--- src/rtl/speed_cmd_arbiter_if.sv ---
// Command bus between the manual/auto requesters and the speed command arbiter.
// Requests flow master -> slave; acks, LR pulse and shadow speed flow back.
interface speed_cmd_arbiter_if #(
    parameter int SPEED_W = 4
);
    logic               man_req;
    logic [1:0]         man_cmd;
    logic               auto_req;
    logic [1:0]         auto_cmd;
    logic               man_ack;
    logic               auto_ack;
    logic               cmd_rej;
    logic [1:0]         lr_out;
    logic [SPEED_W-1:0] speed_est;
    logic               busy;

    modport master (
        output man_req, man_cmd, auto_req, auto_cmd,
        input  man_ack, auto_ack, cmd_rej, lr_out, speed_est, busy
    );

    modport slave (
        input  man_req, man_cmd, auto_req, auto_cmd,
        output man_ack, auto_ack, cmd_rej, lr_out, speed_est, busy
    );
endinterface

--- src/rtl/speed_cmd_arbiter.sv ---
// Purpose: arbitrates manual/auto speed commands onto vdfsm's LR input, range-checked against a shadow speed.
// Latency: request seen in IDLE at edge k -> ack/LR pulse in cycle k+1; accepts spaced GAP_CYCLES+2 apart.
// Backpressure: requests are held by the requester until ack; ignored while busy (ISSUE/REJECT/GAP).
// Optional build macro AUTO_STARVE_GUARD_EN forces an auto grant after STARVE_LIMIT manual grants.
module speed_cmd_arbiter #(
    parameter int SPEED_W      = 4,
    parameter int MAX_SPEED    = 15,
    parameter int GAP_CYCLES   = 2,
    parameter int STARVE_LIMIT = 3
) (
    input  logic                 clk,
    input  logic                 reset,
    speed_cmd_arbiter_if.slave   bus
);
    if (MAX_SPEED < 1 || MAX_SPEED >= (1 << SPEED_W) || GAP_CYCLES < 0 || STARVE_LIMIT < 1) begin : g_param_check
        $error("speed_cmd_arbiter: illegal parameter combination");
    end

    localparam int GW = (GAP_CYCLES > 1) ? $clog2(GAP_CYCLES) : 1;
    localparam logic [GW-1:0]      GAP_LAST  = GW'((GAP_CYCLES > 0) ? GAP_CYCLES - 1 : 0);
    localparam logic [SPEED_W-1:0] SPEED_MAX = SPEED_W'(MAX_SPEED);

    typedef enum logic [1:0] {IDLE, ISSUE, REJECT, GAP} state_t;

    state_t             state, state_n;
    logic [GW-1:0]      gap_cnt, gap_n;
    logic [SPEED_W-1:0] speed_q, speed_n;
    logic [1:0]         lr_q, lr_n;
    logic               man_ack_q, man_ack_n;
    logic               auto_ack_q, auto_ack_n;
    logic               rej_q, rej_n;
    logic               busy_q, busy_n;

    logic               force_auto;
    logic               pick_auto;
    logic [1:0]         pick_cmd;
    logic               pick_up, pick_dn, pick_ok;

    assign pick_auto = bus.auto_req && (!bus.man_req || force_auto);
    assign pick_cmd  = pick_auto ? bus.auto_cmd : bus.man_cmd;
    assign pick_up   = (pick_cmd == 2'b01);
    assign pick_dn   = (pick_cmd == 2'b10);
    // Range check keeps the shadow speed inside [0, MAX_SPEED], so it never wraps.
    assign pick_ok   = (pick_up && speed_q != SPEED_MAX) || (pick_dn && speed_q != '0);

`ifdef AUTO_STARVE_GUARD_EN
    localparam int SW = $clog2(STARVE_LIMIT + 1);
    logic [SW-1:0] starve_cnt, starve_n;

    assign force_auto = bus.man_req && bus.auto_req && (starve_cnt == SW'(STARVE_LIMIT));

    always_comb begin
        starve_n = starve_cnt;
        if (state == IDLE) begin
            if (!bus.auto_req || pick_auto)
                starve_n = '0;
            else if (bus.man_req)
                starve_n = starve_cnt + SW'(1);
        end
    end

    always_ff @(posedge clk or negedge reset) begin
        if (!reset) starve_cnt <= '0;
        else        starve_cnt <= starve_n;
    end
`else
    assign force_auto = 1'b0;
`endif

    always_comb begin
        state_n    = state;
        gap_n      = gap_cnt;
        speed_n    = speed_q;
        lr_n       = 2'b00;
        man_ack_n  = 1'b0;
        auto_ack_n = 1'b0;
        rej_n      = 1'b0;
        case (state)
            IDLE: begin
                if (bus.man_req || bus.auto_req) begin
                    man_ack_n  = !pick_auto;
                    auto_ack_n = pick_auto;
                    if (pick_ok) begin
                        state_n = ISSUE;
                        lr_n    = pick_cmd;
                        speed_n = pick_up ? speed_q + SPEED_W'(1) : speed_q - SPEED_W'(1);
                    end else begin
                        state_n = REJECT;
                        rej_n   = 1'b1;
                    end
                end
            end
            ISSUE: begin
                gap_n   = '0;
                state_n = (GAP_CYCLES > 0) ? GAP : IDLE;
            end
            REJECT: state_n = IDLE;
            GAP: begin
                if (gap_cnt == GAP_LAST) state_n = IDLE;
                else                     gap_n   = gap_cnt + GW'(1);
            end
            default: state_n = IDLE;
        endcase
        busy_n = (state_n != IDLE);
    end

    // Outputs are registered from next-state decode so they line up with the state they describe.
    always_ff @(posedge clk or negedge reset) begin
        if (!reset) begin
            state      <= IDLE;
            gap_cnt    <= '0;
            speed_q    <= '0;
            lr_q       <= 2'b00;
            man_ack_q  <= 1'b0;
            auto_ack_q <= 1'b0;
            rej_q      <= 1'b0;
            busy_q     <= 1'b0;
        end else begin
            state      <= state_n;
            gap_cnt    <= gap_n;
            speed_q    <= speed_n;
            lr_q       <= lr_n;
            man_ack_q  <= man_ack_n;
            auto_ack_q <= auto_ack_n;
            rej_q      <= rej_n;
            busy_q     <= busy_n;
        end
    end

    assign bus.lr_out    = lr_q;
    assign bus.man_ack   = man_ack_q;
    assign bus.auto_ack  = auto_ack_q;
    assign bus.cmd_rej   = rej_q;
    assign bus.speed_est = speed_q;
    assign bus.busy      = busy_q;
endmodule

--- src/flat_wrapper.sv ---
// flat-port wrapper written by rule: the top's interface ports become plain ports
module speed_cmd_arbiter_flat 
#(
    parameter int SPEED_W      = 4,
    parameter int MAX_SPEED    = 15,
    parameter int GAP_CYCLES   = 2,
    parameter int STARVE_LIMIT = 3
)
  (clk, reset, bus_man_req, bus_man_cmd, bus_auto_req, bus_auto_cmd, bus_man_ack, bus_auto_ack, bus_cmd_rej, bus_lr_out, bus_speed_est, bus_busy);
  speed_cmd_arbiter_if #(.SPEED_W(SPEED_W)) bus_i ();
  input  logic clk;
  input  logic reset;
  input wire logic [$bits(bus_i.man_req)-1:0] bus_man_req;
  input wire logic [$bits(bus_i.man_cmd)-1:0] bus_man_cmd;
  input wire logic [$bits(bus_i.auto_req)-1:0] bus_auto_req;
  input wire logic [$bits(bus_i.auto_cmd)-1:0] bus_auto_cmd;
  output wire logic [$bits(bus_i.man_ack)-1:0] bus_man_ack;
  output wire logic [$bits(bus_i.auto_ack)-1:0] bus_auto_ack;
  output wire logic [$bits(bus_i.cmd_rej)-1:0] bus_cmd_rej;
  output wire logic [$bits(bus_i.lr_out)-1:0] bus_lr_out;
  output wire logic [$bits(bus_i.speed_est)-1:0] bus_speed_est;
  output wire logic [$bits(bus_i.busy)-1:0] bus_busy;
  assign bus_i.man_req = bus_man_req;
  assign bus_i.man_cmd = bus_man_cmd;
  assign bus_i.auto_req = bus_auto_req;
  assign bus_i.auto_cmd = bus_auto_cmd;
  assign bus_man_ack = bus_i.man_ack;
  assign bus_auto_ack = bus_i.auto_ack;
  assign bus_cmd_rej = bus_i.cmd_rej;
  assign bus_lr_out = bus_i.lr_out;
  assign bus_speed_est = bus_i.speed_est;
  assign bus_busy = bus_i.busy;
  speed_cmd_arbiter #(.SPEED_W(SPEED_W), .MAX_SPEED(MAX_SPEED), .GAP_CYCLES(GAP_CYCLES), .STARVE_LIMIT(STARVE_LIMIT)) u_core (.clk(clk), .reset(reset), .bus(bus_i));
endmodule
--- config.mk ---
export PLATFORM = sky130hd
export DESIGN_NAME = speed_cmd_arbiter_flat
export DESIGN_NICKNAME = d
export VERILOG_FILES = /design/src/rtl/speed_cmd_arbiter_if.sv /design/src/rtl/speed_cmd_arbiter.sv /design/src/flat_wrapper.sv
export SDC_FILE = /design/constraint.sdc
export NUM_CORES = 1
export LEC_CHECK = 0
export BUFFER_PORTS_ARGS = -buffer_cell sky130_fd_sc_hd__buf_2
export CORE_MARGIN = 2
export CORE_UTILIZATION = 43
export CTS_CLUSTER_DIAMETER = 200
export DETAILED_ROUTE_END_ITERATION = 16
export PLACE_DENSITY = 0.81
export RECOVER_POWER = 25
export SYNTH_ARGS = -nofsm -noshare
export SYNTH_HDL_FRONTEND = slang
export SYNTH_SLANG_ARGS = --single-unit
--- constraint.sdc ---
create_clock -name clk -period 1.4 [get_ports clk]
set_input_delay 0 -clock clk [delete_from_list [all_inputs] [get_ports clk]]
set_output_delay 0 -clock clk [all_outputs]
set_load 0.02 [all_outputs]
=== Word-level counts from Yosys, hierarchy flattened ===
Index checks and enable logic that the tools add are counted.

* Reduce and logical (&&, ||, !) cells: 12
* Mux-type cells: 18
* Add/subtract/negate cells: 3
* Eq/ne operators: 6

{| class="wikitable"
|+ Operators with widths
! kind !! count
|-
| 2-bit 2-to-1 mux || 7
|-
| 1-bit 2-to-1 mux || 8
|-
| 2-bit case mux with 4 select lines || 1
|-
| 2-bit == test, second input constant || 3
|-
| 4-bit by 1-bit adder with 4-bit output, second input constant || 1
|-
| 2-bit by 1-bit == test with 1-bit output, second input constant || 2
|-
| 4-bit 2-to-1 mux || 1
|-
| 4-bit inequality test, second input constant || 1
|-
| 2-bit nonzero test || 2
|-
| 4-bit nonzero test || 1
|-
| 4-bit by 1-bit subtractor with 4-bit output, second input constant || 1
|-
| 1-bit logical AND || 3
|-
| 3-bit AND reduction || 1
|-
| 1-bit zero test || 2
|-
| 2-bit zero test || 1
|-
| 1-bit logical OR || 2
|-
| 1-bit case mux with 2 select lines || 1
|-
| 1-bit adder, second input constant || 1
|}

* Word-level logic and storage cells: 47
* Output and inout bits: 10
* Register bits: 13
* Input port bits: 8

=== Longest topological paths before layout ===
Gate-level depths: netlist of the first run.

* Depth after elaboration: 10
* Mapped depth: 8
* Gate-level depth less buffers: 8

=== Worst setup path after synthesis of the first run ===
OpenSTA, ideal clock, no wires.

* Path kind: reg-to-reg
* Start: register u_core.speed_q[0] (netlist: u_core.bus.speed_est[0])
* End: register u_core.speed_q[1] (netlist: u_core.bus.speed_est[1])
* Period minus slack after synthesis: 1,614 ps
* Buffers on the path: 0
* Data arrival time: 1,488 ps
* Cell stages (with the launch flop): 5
* Setup slack: -214 ps
* Path through: dfrtp_1 -> nor4_1 -> o22ai_2 -> nand2b_2 -> mux2_4

* Cells in the longest elaborated chain, start to end: 4

{| class="wikitable"
|+ RTL lines
! what !! line !! RTL
|-
| start, declared || speed_cmd_arbiter.sv:27 || <nowiki>logic [SPEED_W-1:0] speed_q, speed_n;</nowiki>
|-
| start signal, assigned || speed_cmd_arbiter.sv:121 || <nowiki>speed_q <= speed_n;</nowiki>
|-
| parallel branches: the longest is 4 deep, another holds 4-bit by 1-bit subtractor with 4-bit output || -- ||
|}

Parallel ways; which one is timed is not known.
A chain may end at the register's enable or synchronous reset.

=== Worst setup path in the final report of the first run ===
* Start: register u_core.speed_q[2] (netlist: u_core.bus.speed_est[2])
* End: register u_core.speed_q[3] (netlist: u_core.bus.speed_est[3])

The elaborated chain is that of the path after synthesis.

==> flow_summary.yaml, run 1 <==
logic_synthesis:
  ys_ff_latch: 13
  ys_seq_area_frac: 0.511
  yosys_warnings: 0
  syn_area_sq_um: 637
  ys_types: 25
  syn_avg_cell_area_sq_um: 12.5
  syn_nets: 62
  synthCells: 51
  synth_area_leader_cell: "dfrtp_1"
  synth_top_area_frac: 0.511
  synth_area_leaders: "dfrtp_1 51%, mux2_4 4.7%, and4bb_1 3.9%"
clock_tree:
  numCtsBuffers: 3
  cts-htree-levels: 1
  cts_num_sinks: 13
  clkTransAtPathRegs_ns: 0.08
  clock_latency_ns: 0.27
  cts_tree: "done"
  cts_buffer_depth: 2
  cts-root-buf: "clkbuf_4"
power:
  p_int_uw: 1170
  pwr-share-seq: 0.362
  p_leak_uw: 0.000467
  switching_share: 0.400
  switchingPower_uw: 781
  clockPowerShare: 0.114
  p_per_area_nw_per_um2: 2060
  irDropWorstVdd_mv: 1.09
  total_power_uw: 1950
  combPwrFrac: 0.524
finish:
  finish.utilization: 0.703
  diodes: 0
  drive_gt1_frac: 0.598
  mostFrequentLayoutCell: "buf_2"
  layout_common_cells: "16 x buf_2, 11 x buf_4, 9 x dfrtp_1"
  fill_cells: 97
  fin_nets: 99
  syn_to_final_growth_pct: 48.9
  multi_input_area_sq_um: 354
  regArea_sq_um: 330
timing:
  finalHoldViolCount: 0
  finalSetupViolCount: 3
  setup_slack_ns: -0.115
  tightest_slew_ns: 0.660
  max_freq_ghz: 0.660
  relSlewSlack: 0.560
  final.period_utilization: 1.08
  whs_ns: 0.0693
  rsz0062_at_grt: "true"
  period_minus_slack_ns: 1.52
  maxSlewViolCount: 0
  finalClockSkew_ns: 0.00434
setup_path:
  max_stage_delay_ns: 0.45
  r2r_start: "u_core.bus.speed_est[2]$_DFFE_PN0P_"
  critPathLaunchType: "flop"
  cp_max_fo: 4
  critPathRequiredTime_ns: 1.56
  r2r_cells: 5
  endpoint_kind: "flop"
  critPathSlowestCell: "dfrtp_2"
  r2r_setup_slack_ns: -0.12
  cp_data_arrival_time_ns: 1.67
  r2r_end: "u_core.bus.speed_est[3]$_DFFE_PN0P_"
  path_cells: "and4_4 -> or4_4 -> nor3_2 -> a21oi_1 -> xnor2_1"
  worstSetupPathType: "reg -> reg"
die:
  initial_core_util: 0.472
  die_y_um: 42.5
  die-area_sq_um: 1800
  dieWidth_um: 42.5
  num_io_pins: 18
  coreArea_sq_um: 1350
  rows: 13
drt:
  wl_per_cell_um: 12.4
  avgViaCountPerCell: 4.99
  drtAntennaViolNets: 0
  dr.pass1.iters: 4
  routed-via-count: 509
  drt_iter0_markers: 3
  wl_um: 1270
  drc: 0
outcome:
  violations: "setup timing"
  status: "complete, but fails checks"
placed_design:
  pre_cts_ws_ns: -0.169
  gp_congestion: 0.761
  portBuffers: 17
  hpwl_um: 1020
global_route:
  grt_usage: 0.172
  grt_pass1_vias: 531
  grt_pass1_wl_um: 2210
  grt_max_degree: 14
  overflow: 0
  antenna_found_initial: 0
worst_hold_path:
  hold_end: "u_core.bus.man_ack$_DFF_PN0_"
  holdPathStages: 3
  hp-class: "in -> reg"
  min_from: "bus_man_req"
flow_run:
  maxCapViolCount: 0
==> what timing repair did <==
action	CTS	global route
setup buffers	1	1
hold buffers	1	0
gates resized for setup	5	3
endpoints found under the setup margin	4	5
hold endpoints to repair	13	0
pin swaps	3	0
gates cloned	0	0
==> worst max-delay path: cells and delay by family, from the launching register on <==
kind | cells | cell delay, ns
and+or+nand+nor | 3 | 0.75
AOI/OAI and AO/OA | 1 | 0.07
xor gates and xnor gates | 1 | 0.13
DFF | 1 | 0.45
==> flip-flops by register name (all words and copies together) (netlist names) <==
register,count
u_core.bus.speed_est,4
u_core.bus.lr_out,2
u_core.state,2
u_core.bus.auto_ack,1
u_core.bus.busy,1
u_core.bus.cmd_rej,1
u_core.bus.man_ack,1
u_core.gap_cnt,1
==> logic make-up after synthesis <==
kind of cell	Yosys count	share of synthesized area
xor gates and xnor gates	3	0.0413
buffers and inverters	2	0.0118
adders and majority gates	3	0.0707
and+or+nand+nor	19	0.195
DFF	13	0.511
muxes	3	0.0648
AOI/OAI and AO/OA	8	0.106
==> synthesized netlist by cell type <==
cell type   n
inv_1       2
o21ai_0     1
xnor2_1     2
or4_1       1
nor4_1      1
ha_1        2
dfrtp_1    13
a31oi_1     1
mux2_2      1
o21ai_1     1
and4_4      1
o22ai_2     1
nand2_1     4
a31oi_4     1
nor3_2      1
a21oi_1     2
and2_1      1
a21o_1      1
nor2_1      4
nand2b_2    2
mux2_4      2
fa_1        1
and4bb_1    2
nor3_1      2
xor2_1      1
==> area by class of cell <==
type                       count  share of cell area
sequential                    13               0.348
inverter                       2             0.00792
tap                           15              0.0198
clock inverter                 1             0.00528
multi-input combinational     36               0.373
timing repair buffer          32               0.222
clock buffer                   3              0.0237
==> metrics by stage <==
stage / cell area (sq um) / TNS, ns / instances
after CTS: 940 / -0.271 / 102
after floorplan: 656 / -0.301 / 51
final: 948 / -0.254 / 102
after global placement: 857 / -0.307 / 96
after global routing: 948 / -0.476 / 102
after detailed placement: 857 / -0.391 / 96
==> worst max path at each step <==
stage                                   startpoint                                  end  slack (ns)
6_report       u_core.bus.speed_est[2]$_DFFE_PN0P_  u_core.bus.speed_est[3]$_DFFE_PN0P_       -0.12
5_1_grt        u_core.bus.speed_est[2]$_DFFE_PN0P_  u_core.bus.speed_est[3]$_DFFE_PN0P_       -0.18
4_1_cts        u_core.bus.speed_est[2]$_DFFE_PN0P_  u_core.bus.speed_est[3]$_DFFE_PN0P_       -0.11
3_5_place_dp                           bus_man_req  u_core.bus.speed_est[2]$_DFFE_PN0P_       -0.17
3_3_place_gp                           bus_man_req  u_core.bus.speed_est[2]$_DFFE_PN0P_       -0.12
2_1_floorplan  u_core.bus.speed_est[0]$_DFFE_PN0P_  u_core.bus.speed_est[1]$_DFFE_PN0P_       -0.10
==> power by group through the flow <==
stage | logic [uW] | clock network [uW] | registers (uW)
final | 1020 | 222 | 706
after global routing | 1120 | 250 | 735
after CTS | 986 | 227 | 715
after detailed placement | 927 | 0 | 693
after global placement | 879 | 0 | 691
after floorplan | 425 | 0 | 820
==> layer usage <==
layer,share of wire,up-vias,track usage,wire [um]
met5,0,-,0,0
met4,0.017,0,0.0938,22
met3,0.041,2,0.0388,52
met2,0.49,17,0.280,625
met1,0.45,233,0.209,569
li1,-,257,-,-
No activity file was read; power rests on OpenSTA's default activity.
==> run 2: changes to the inputs <==
- BUFFER_PORTS_ARGS: -buffer_cell sky130_fd_sc_hd__buf_2 -> unset
- CORE_AREA: unset -> 2 2 39 41
- CORE_MARGIN: 2 -> unset
- CORE_UTILIZATION: 43 -> unset
- DIE_AREA: unset -> 0 0 41 43
- DONT_BUFFER_PORTS: unset -> 1
- PLACE_DENSITY: 0.81 -> 0.75
- RECOVER_POWER: 25 -> unset
- REMOVE_ABC_BUFFERS: unset -> 1
==> flow_summary.yaml, run 2 (same netlist as run 1, synthesis figures left out) <==
drt:
  avgViaCountPerCell: 5.24
  drt_iter0_markers: 4
  drtAntennaViolNets: 0
  dr.pass1.iters: 4
  wl_per_cell_um: 15.0
  wl_um: 1360
  routed-via-count: 477
  drc: 0
global_route:
  overflow: 0
  antenna_found_initial: 0
  grt_pass1_wl_um: 2060
  grt_max_degree: 14
  grt_usage: 0.173
  grt_pass1_vias: 478
timing:
  finalSetupViolCount: 3
  whs_ns: 0.0276
  final.period_utilization: 1.10
  rsz0062_at_grt: "true"
  relSlewSlack: 0.609
  maxSlewViolCount: 0
  period_minus_slack_ns: 1.54
  tightest_slew_ns: 0.584
  finalClockSkew_ns: 0.00497
  setup_slack_ns: -0.144
  finalHoldViolCount: 0
  max_freq_ghz: 0.648
setup_path:
  cp_max_fo: 4
  critPathSlowestCell: "dfrtp_2"
  r2r_end: "u_core.bus.speed_est[3]$_DFFE_PN0P_"
  cp_data_arrival_time_ns: 1.71
  r2r_setup_slack_ns: -0.14
  path_cells: "and4_4 -> or4_4 -> nor3_2 -> a21oi_1 -> xnor2_1"
  r2r_cells: 5
  crit_path_start: "u_core.bus.speed_est[1]$_DFFE_PN0P_"
  worstSetupPathType: "reg -> reg"
  crit_path_end: "u_core.bus.speed_est[3]$_DFFE_PN0P_"
  endpoint_kind: "flop"
  r2r_start: "u_core.bus.speed_est[1]$_DFFE_PN0P_"
  critPathRequiredTime_ns: 1.57
  critPathLaunchType: "flop"
  max_stage_delay_ns: 0.45
power:
  combPwrFrac: 0.507
  switchingPower_uw: 766
  clockPowerShare: 0.118
  total_power_uw: 1950
  p_int_uw: 1190
  switching_share: 0.392
  pwr-share-seq: 0.375
  p_per_area_nw_per_um2: 2180
  irDropWorstVdd_mv: 0.974
  p_leak_uw: 0.000422
flow_run:
  maxCapViolCount: 0
die:
  die-area_sq_um: 1760
  num_io_pins: 18
  rows: 14
  coreArea_sq_um: 1380
  initial_core_util: 0.460
  die_y_um: 43
  dieWidth_um: 41
placed_design:
  dpl-instance-area_sq_um: 777
  gp_congestion: 0.803
  pre_cts_ws_ns: -0.141
  hpwl_um: 971
  portBuffers: 0
clock_tree:
  cts_buffer_depth: 2
  cts-htree-levels: 1
  clkTransAtPathRegs_ns: 0.08
  numCtsBuffers: 3
  clock_latency_ns: 0.28
  cts-root-buf: "clkbuf_4"
  cts_num_sinks: 13
  cts_tree: "done"
finish:
  mostFrequentLayoutCell: "buf_4"
  post-route-cell-area_sq_um: 897
  fin_nets: 87
  drive_gt1_frac: 0.480
  layout_common_cells: "15 x buf_4, 11 x dfrtp_1, 4 x nor2_1, 4 x nand2_1"
  diodes: 0
  largest_reg_flops: 4
  syn_to_final_growth_pct: 40.9
outcome:
  violations: "setup timing"
  status: "complete, but fails checks"
worst_hold_path:
  hp-class: "in -> reg"
## run 2: worst max-delay path, delay by kind of cell, from the launching register on
kind             cells  cell delay (ns)
flip-flops           1             0.45
XOR/XNOR             1             0.14
AO/OA/AOI/OAI        1             0.07
AND/OR/NAND/NOR      3             0.77
## run 2: per-stage QoR
stage	util	std cells	setup TNS, ns
2_1_floorplan	-	51	-0.628
3_3_place_gp	0.561	83	-0.303
3_5_place_dp	0.561	83	-0.373
4_1_cts	0.612	90	-0.392
5_1_grt	0.648	91	-0.556
6_report	0.648	91	-0.348
## run 2: how the worst min path moves through the flow
stage | start | to | slack (ns) | cells past startpoint
3_3_place_gp | reset | u_core.gap_cnt$_DFFE_PN0P_ | -0.30 | 0
5_1_grt | bus_man_req | u_core.bus.lr_out[0]$_DFF_PN0_ | 0.006 | 3
3_5_place_dp | reset | u_core.bus.cmd_rej$_DFF_PN0_ | -0.30 | 0
2_1_floorplan | reset | u_core.bus.auto_ack$_DFF_PN0_ | -0.30 | 0
6_report | bus_man_req | u_core.bus.lr_out[0]$_DFF_PN0_ | 0.03 | 3
4_1_cts | bus_man_req | u_core.bus.lr_out[0]$_DFF_PN0_ | 0.03 | 3
## run 2: cell type report
cell class,count,area (sq um)
Clock buffer,4,26.3
Fill cell,88,487
Inverter,2,7.51
Multi-Input combinational cell,36,350
Sequential cell,13,328
Tap cell,16,20.0
Timing Repair Buffer,20,165
## run 2: power groups by stage
stage,sequential [uW],clock (uW),combinational (uW)
6_report,733,230,989
5_1_grt,760,260,1080
4_1_cts,724,232,882
3_5_place_dp,717,0,831
3_3_place_gp,713,0,802
2_1_floorplan,795,0,391
## run 2: what timing repair did
action                     4_1_cts  5_1_grt
pin swaps                        0        2
resized for setup                3        8
setup endpoints to repair        4        5
hold endpoints to repair        15        0
hold buffers                     3        0
setup buffers                    0        1
## run 2: routing by layer
| layer | vias up | track usage | share of wire | wire length [um] |
|---|---|---|---|---|
| li1 | 230 | - | - | - |
| met1 | 228 | 0.247 | 0.43 | 586 |
| met2 | 16 | 0.244 | 0.51 | 699 |
| met3 | 3 | 0.0209 | 0.037 | 51 |
| met4 | 0 | 0.100 | 0.017 | 23 |
| met5 | - | 0 | 0 | 0 |
